`config.mk`:
```
export PLATFORM = sky130hd
export DESIGN_NAME = score_bcd_converter_flat
export DESIGN_NICKNAME = d
export VERILOG_FILES = /design/src/rtl/score_bcd_converter_if.sv /design/src/rtl/score_bcd_converter.sv /design/src/flat_wrapper.sv
export SDC_FILE = /design/constraint.sdc
export NUM_CORES = 1
export LEC_CHECK = 0
export BUFFER_PORTS_ARGS = -buffer_cell sky130_fd_sc_hd__buf_2
export CAP_MARGIN = 20
export CELL_PAD_IN_SITES_DETAIL_PLACEMENT = 0
export CELL_PAD_IN_SITES_GLOBAL_PLACEMENT = 1
export CORE_ASPECT_RATIO = 0.9
export CORE_MARGIN = 5
export CORE_UTILIZATION = 39
export CTS_CLUSTER_SIZE = 20
export DETAILED_ROUTE_END_ITERATION = 8
export PLACE_DENSITY_LB_ADDON = 0.3
export SLEW_MARGIN = 25
export SYNTH_ARGS = -nofsm -noshare
export SYNTH_HDL_FRONTEND = slang
export SYNTH_SLANG_ARGS = --single-unit
```
`constraint.sdc`:
```
create_clock -name Clk -period 2.05 [get_ports Clk]
set_clock_uncertainty 0.15 [all_clocks]
set_input_delay 0.615 -clock Clk [delete_from_list [all_inputs] [get_ports Clk]]
set_output_delay 0.615 -clock Clk [all_outputs]
set_load 0.02 [all_outputs]
```
`src/rtl/score_bcd_converter_if.sv`:
```
// score_bcd_converter_if: bus between a binary counter keeper and its BCD display converter
// master: drives bin_in, observes bcd_out/blank/overflow/bcd_valid/busy
// slave:  the converter
interface score_bcd_converter_if #(
  parameter int BIN_W  = 32,
  parameter int DIGITS = 4
);
  logic [BIN_W-1:0]    bin_in;
  logic [4*DIGITS-1:0] bcd_out;
  logic [DIGITS-1:0]   blank;
  logic                overflow;
  logic                bcd_valid;
  logic                busy;
  modport master (output bin_in, input bcd_out, blank, overflow, bcd_valid, busy);
  modport slave  (input bin_in, output bcd_out, blank, overflow, bcd_valid, busy);
endinterface

```
`src/rtl/score_bcd_converter.sv`:
```
// score_bcd_converter: iterative double-dabble binary-to-BCD converter, retriggered on input change
// Clk, Reset (sync, active-high); bus.bin_in in; bus.bcd_out/blank/overflow/bcd_valid/busy out
module score_bcd_converter #(
  parameter int BIN_W  = 32,
  parameter int DIGITS = 4,
  parameter int CONV_W = 14
) (
  input logic                  Clk,
  input logic                  Reset,
  score_bcd_converter_if.slave bus
);
  localparam int cnt_w = CONV_W > 1 ? $clog2(CONV_W) : 1;
  localparam logic [BIN_W-1:0] max_val = BIN_W'(10**DIGITS - 1);
  localparam logic [DIGITS-1:0] blank_rst = {{(DIGITS-1){1'b1}}, 1'b0};
  typedef enum logic [1:0] {IDLE, SHIFT, DONE} state_t;
  state_t              state;
  logic [BIN_W-1:0]    last;
  logic [CONV_W-1:0]   bin_sr;
  logic [4*DIGITS-1:0] bcd_sr, adj;
  logic [cnt_w-1:0]    cnt;
  logic                ovf_pending, sat;
  logic [4*DIGITS-1:0] bcd_q;
  logic [DIGITS-1:0]   blank_q, blank_nxt;
  logic                ovf_q, valid_q, busy_q;
  assign sat = bus.bin_in > max_val;
  always_comb begin
    adj = bcd_sr;
    for (int i = 0; i < DIGITS; i++)
      adj[4*i+:4] = bcd_sr[4*i+:4] >= 4'd5 ? bcd_sr[4*i+:4] + 4'd3 : bcd_sr[4*i+:4];
  end
  // leading-zero run scanned from the most significant digit down; digit 0 is never blanked
  always_comb begin
    blank_nxt = '0;
    for (int i = DIGITS - 1, z = 1; i > 0; i--) begin
      z = z & int'(bcd_sr[4*i+:4] == 4'd0);
      blank_nxt[i] = z[0];
    end
  end
  always_ff @(posedge Clk) begin
    if (Reset) begin
      state       <= IDLE;
      last        <= '0;
      bin_sr      <= '0;
      bcd_sr      <= '0;
      cnt         <= '0;
      ovf_pending <= 1'b0;
      bcd_q       <= '0;
      blank_q     <= blank_rst;
      ovf_q       <= 1'b0;
      valid_q     <= 1'b0;
      busy_q      <= 1'b0;
    end else begin
      valid_q <= 1'b0;
      case (state)
        IDLE: if (bus.bin_in != last) begin
          last        <= bus.bin_in;
          bin_sr      <= CONV_W'(sat ? max_val : bus.bin_in);
          ovf_pending <= sat;
          bcd_sr      <= '0;
          cnt         <= '0;
          busy_q      <= 1'b1;
          state       <= SHIFT;
        end
        SHIFT: begin
          {bcd_sr, bin_sr} <= {adj, bin_sr} << 1;
          cnt <= cnt + 1'b1;
          if (cnt == cnt_w'(CONV_W - 1)) begin
            busy_q <= 1'b0;
            state  <= DONE;
          end
        end
        DONE: begin
          bcd_q   <= bcd_sr;
          blank_q <= blank_nxt;
          ovf_q   <= ovf_pending;
          valid_q <= 1'b1;
          state   <= IDLE;
        end
        default: state <= IDLE;
      endcase
    end
  end
  assign bus.bcd_out   = bcd_q;
  assign bus.blank     = blank_q;
  assign bus.overflow  = ovf_q;
  assign bus.bcd_valid = valid_q;
  assign bus.busy      = busy_q;
endmodule

```
`src/flat_wrapper.sv`:
```
// flat-port wrapper written by rule: the top's interface ports become plain ports
module score_bcd_converter_flat 
#(
  parameter int BIN_W  = 32,
  parameter int DIGITS = 4,
  parameter int CONV_W = 14
)
  (Clk, Reset, bus_bin_in, bus_bcd_out, bus_blank, bus_overflow, bus_bcd_valid, bus_busy);
  score_bcd_converter_if #(.BIN_W(BIN_W), .DIGITS(DIGITS)) bus_i ();
  input logic Clk;
  input logic Reset;
  input wire logic [$bits(bus_i.bin_in)-1:0] bus_bin_in;
  output wire logic [$bits(bus_i.bcd_out)-1:0] bus_bcd_out;
  output wire logic [$bits(bus_i.blank)-1:0] bus_blank;
  output wire logic [$bits(bus_i.overflow)-1:0] bus_overflow;
  output wire logic [$bits(bus_i.bcd_valid)-1:0] bus_bcd_valid;
  output wire logic [$bits(bus_i.busy)-1:0] bus_busy;
  assign bus_i.bin_in = bus_bin_in;
  assign bus_bcd_out = bus_i.bcd_out;
  assign bus_blank = bus_i.blank;
  assign bus_overflow = bus_i.overflow;
  assign bus_bcd_valid = bus_i.bcd_valid;
  assign bus_busy = bus_i.busy;
  score_bcd_converter #(.BIN_W(BIN_W), .DIGITS(DIGITS), .CONV_W(CONV_W)) u_core (.Clk(Clk), .Reset(Reset), .bus(bus_i));
endmodule
```
==> impl_metrics.py <==
metrics = {
    "worst_setup_path": {
        "timing.setup.critical_path_class": "in2reg",
        "worstPathCellList": "buf_2 -> xor2_2 -> nor4_2 -> nand4_1 -> o21bai_4 -> buf_12 -> buf_12 -> mux2i_2 -> nor2_1",
        "worst_r2r_startpoint": "u_core.last[27]$_SDFFE_PP0P_",
        "critPathMostFrequentCell": "sky130_fd_sc_hd__buf_12",
        "worstSetupStartpointType": "input pin",
        "cp.arrival_ps": 2280,
        "critical-path-slowest-cell": "sky130_fd_sc_hd__nor4_2",
        "required_ps": 2140,
        "worst-path-max-fanout": 11,
        "timing.reg2reg.setup_slack_ps": -110,
        "critical_path.endpoint_type": "register",
        "cp_slowest_stage_delay_ps": 330,
        "crit_path_start": "bus_bin_in[27]",
    },
    "cts": {
        "clock_buffers_created_by_tritoncts": 9,
        "clkSlewWorstSetupHoldPaths_ps": 60,
        "clock_tree.root_cell": "sky130_fd_sc_hd__clkbuf_16",
        "tritoncts": "done",
        "clk_path_buf_depth": 2,
        "clkLatencyLatePin_ps": 340,
        "numClockSinks": 91,
        "htree_levels": 3,
    },
    "die": {
        "io-pin-count": 57,
        "floorplan.die_area_um2": 13100,
        "row_count": 36,
        "design.core.area_um2": 10800,
        "vertical_die_dimension_um": 109,
        "dieWidth_um": 120,
        "floorplan.initialDensity_pct": 39.6,
    },
    "outcome": {
        "run_status": "finished, violations left",
        "failed_checks": "negative setup slack",
    },
    "synth": {
        "synth_compound_area_share_pct": 11.1,
        "synth_area_per_cell_um2": 8.67,
        "postSynth.asyncResetShare_pct": 0,
        "synthAdderAreaFrac_pct": 3.52,
        "yosys.area_share.simple_pct": 21.9,
        "post_synth_mux_area_share_pct": 7.74,
        "synth-edff-count": 0,
        "syn_inst": 492,
        "syn_area_um2": 4270,
        "yosys_warnings": 0,
        "synth.yosys.seq_area_share_pct": 42.7,
        "synth_top_flop_cell": "sky130_fd_sc_hd__dfxtp_1",
        "netlist-cell-type-count": 39,
        "combinational_family_with_the_most_area_after_synthesis": "simple AND/OR/NAND/NOR gates",
        "mappedNetlistNets": 538,
        "synth_xor_xnor_area_share_pct": 7.80,
        "synthesized_flop_and_latch_total": 91,
    },
    "placement": {
        "post_dp_cell_area_um2": 4930,
        "io_buffers": 55,
        "dp_cells": 689,
        "globalplace.congestion": 0.814,
        "dpl.hpwl_um": 7420,
    },
    "finish": {
        "multi_input_logic_area_um2": 2430,
        "area.sequential_um2": 1830,
        "final_layout_size_suffix_gt1_share_pct": 27.5,
        "num-fill-cells": 1008,
        "post_route_cell_area_um2": 5520,
        "num-nets-final": 619,
        "flow.area_growth_from_synthesis_pct": 29.3,
        "post_layout_nonfiller_instances": 711,
        "antenna_cells": 0,
    },
    "global_routing": {
        "antenna_found_initial": 0,
        "maximum_number_of_pins_on_one_net_before_global_route_repair": 28,
        "gr-usage-all-layers_pct": 16.6,
        "number_of_global_route_vias_before_repair": 3542,
        "grt_pass1_wl_um": 17300,
        "globalRouteOverflowTotal": 0,
    },
    "drt": {
        "drt_drc_violations_left": 0,
        "routedWlPerCell_um": 14.7,
        "wirelength_um": 10500,
        "drt_iter0_drc": 128,
        "dr_total_vias": 3636,
        "drt_antenna_net_count": 0,
        "detail_route.vias_per_cell": 5.11,
        "number_of_search_and_repair_iterations_in_the_first_detailed_routing_pass": 4,
    },
    "timing": {
        "final_min_period_over_clock_period_pct": 107,
        "timing.final.hold_violations": 0,
        "post-route-min-period_ps": 2190,
        "max_freq_ghz": 0.456,
        "slew_violations": 0,
        "setup_viol": 63,
        "setup_tns_ps": -5230,
        "rsz_0062_raised_after_global_routing": "true",
        "fin_ws_ps": -141,
        "finalHoldWorstSlack_ps": 301,
    },
    "run": {
        "max-cap-violations": 0,
    },
    "pwr": {
        "power-per-cell-area_nw_per_um2": 732,
        "static-leakage-power_nw": 2.24,
        "total_design_power_mw": 4.04,
        "peakVddDrop_uv": 450,
    },
    "worst_hold_path": {
        "worst_hold_startpoint": "u_core.bus.bcd_out[4]$_SDFFE_PP0P_",
        "timing.hold.worst.class": "reg2reg",
    },
}
==> sequential cells by signal, indices dropped and copies added (netlist names), 2 cells and up <==
name	cells
u_core.bus.blank	3
u_core.last	32
u_core.state	2
u_core.bus.bcd_out	16
u_core.cnt	4
u_core.bin_sr	14
u_core.bcd_sr	16
==> critical path, delay by kind of cell <==
kind                   cells  cell delay, ps
multiplexers               1             220
AND/OR/NAND/NOR            3             590
AO/OA/AOI/OAI              1             240
buffers and inverters      3             440
XOR/XNOR                   1             160
==> cell type report <==
cell class	instances	area share [%]
sequential	91	33.1
clock inverter	1	0.0907
inverter	13	0.885
timing repair buffer	100	13.5
clock buffer	15	5.22
tap	133	3.02
multi-input combinational	358	44.1
==> logic make-up after synthesis <==
logic type      Yosys count
compound gates           78
xor+xnor                 38
fa+ha+maj                12
buf+inv                  43
flops                    91
mux                      33
other cells               1
simple gates            196
==> power breakdown <==
group	total (mW)	leakage [nW]	internal [mW]	switching (mW)
registers	1.89	0.745	1.84	0.0517
clock network	1.62	0.146	0.954	0.665
logic	0.529	1.35	0.254	0.275
total	4.04	2.24	3.05	0.991
==> cells in the final DEF (no fill, tap or decap), types with 13 or more instances in the layout <==
cell                      count
sky130_fd_sc_hd__buf_4       35
sky130_fd_sc_hd__buf_2       51
sky130_fd_sc_hd__dfxtp_1     87
sky130_fd_sc_hd__inv_1       13
sky130_fd_sc_hd__nor2_1      55
sky130_fd_sc_hd__nand3_1     24
sky130_fd_sc_hd__mux2i_1     29
sky130_fd_sc_hd__a21oi_1     37
sky130_fd_sc_hd__nand2_1     55
sky130_fd_sc_hd__xor2_1      28
==> path summary, 6_finish.rpt <==
kind,end,cells after the start
max,u_core.last[13]$_SDFFE_PP0P_,9
min,u_core.bus.bcd_out[4]$_SDFFE_PP0P_,2
max reg2reg,u_core.last[13]$_SDFFE_PP0P_,8
min reg2reg,u_core.bus.bcd_out[4]$_SDFFE_PP0P_,2
==> per-layer routing <==
metal	vias up	global-route usage, %	wire length (um)
met2	56	25.7	4760
met4	0	4.94	76
met3	8	4.93	436
met1	1735	22.4	5190
met5	-	0	0
li1	1837	-	-
==> per-stage QoR <==
stage          setup slack, ps  util (%)
2_1_floorplan             -167         -
3_3_place_gp              -595      45.8
3_5_place_dp              -653      45.8
4_1_cts                  -91.5      49.2
5_1_grt                   -203      51.2
6_report                  -141      51.2
==> cell usage after synthesis (all sizes together), types with 6 or more instances <==
library cell / number / share of area (%)
xor2: 34 / 7.0
mux2i: 33 / 7.7
nor2: 55 / 4.8
nand2b: 7 / 1.0
nand2: 55 / 4.8
nor4: 16 / 2.3
a21oi: 40 / 4.7
buf: 13 / 2.4
o21ai: 14 / 1.6
dfxtp: 91 / 43
inv: 13 / 1.1
o41ai: 6 / 1.2
ha: 12 / 3.5
a31oi: 8 / 1.2
nor2b: 8 / 1.2
clkbuf: 17 / 1.5
nand3: 28 / 3.3
==> repair_timing <==
| item | 4_1_cts | 5_1_grt |
|---|---|---|
| hold endpoints to repair | 0 | 0 |
| pin swaps | 7 | 5 |
| cloned | 0 | 2 |
| hold buffers | 0 | 0 |
| buffers inserted | 2 | 2 |
| setup endpoints to repair | 66 | 68 |
| gates resized for setup | 11 | 34 |
Power figures use the tool's default switching activity.
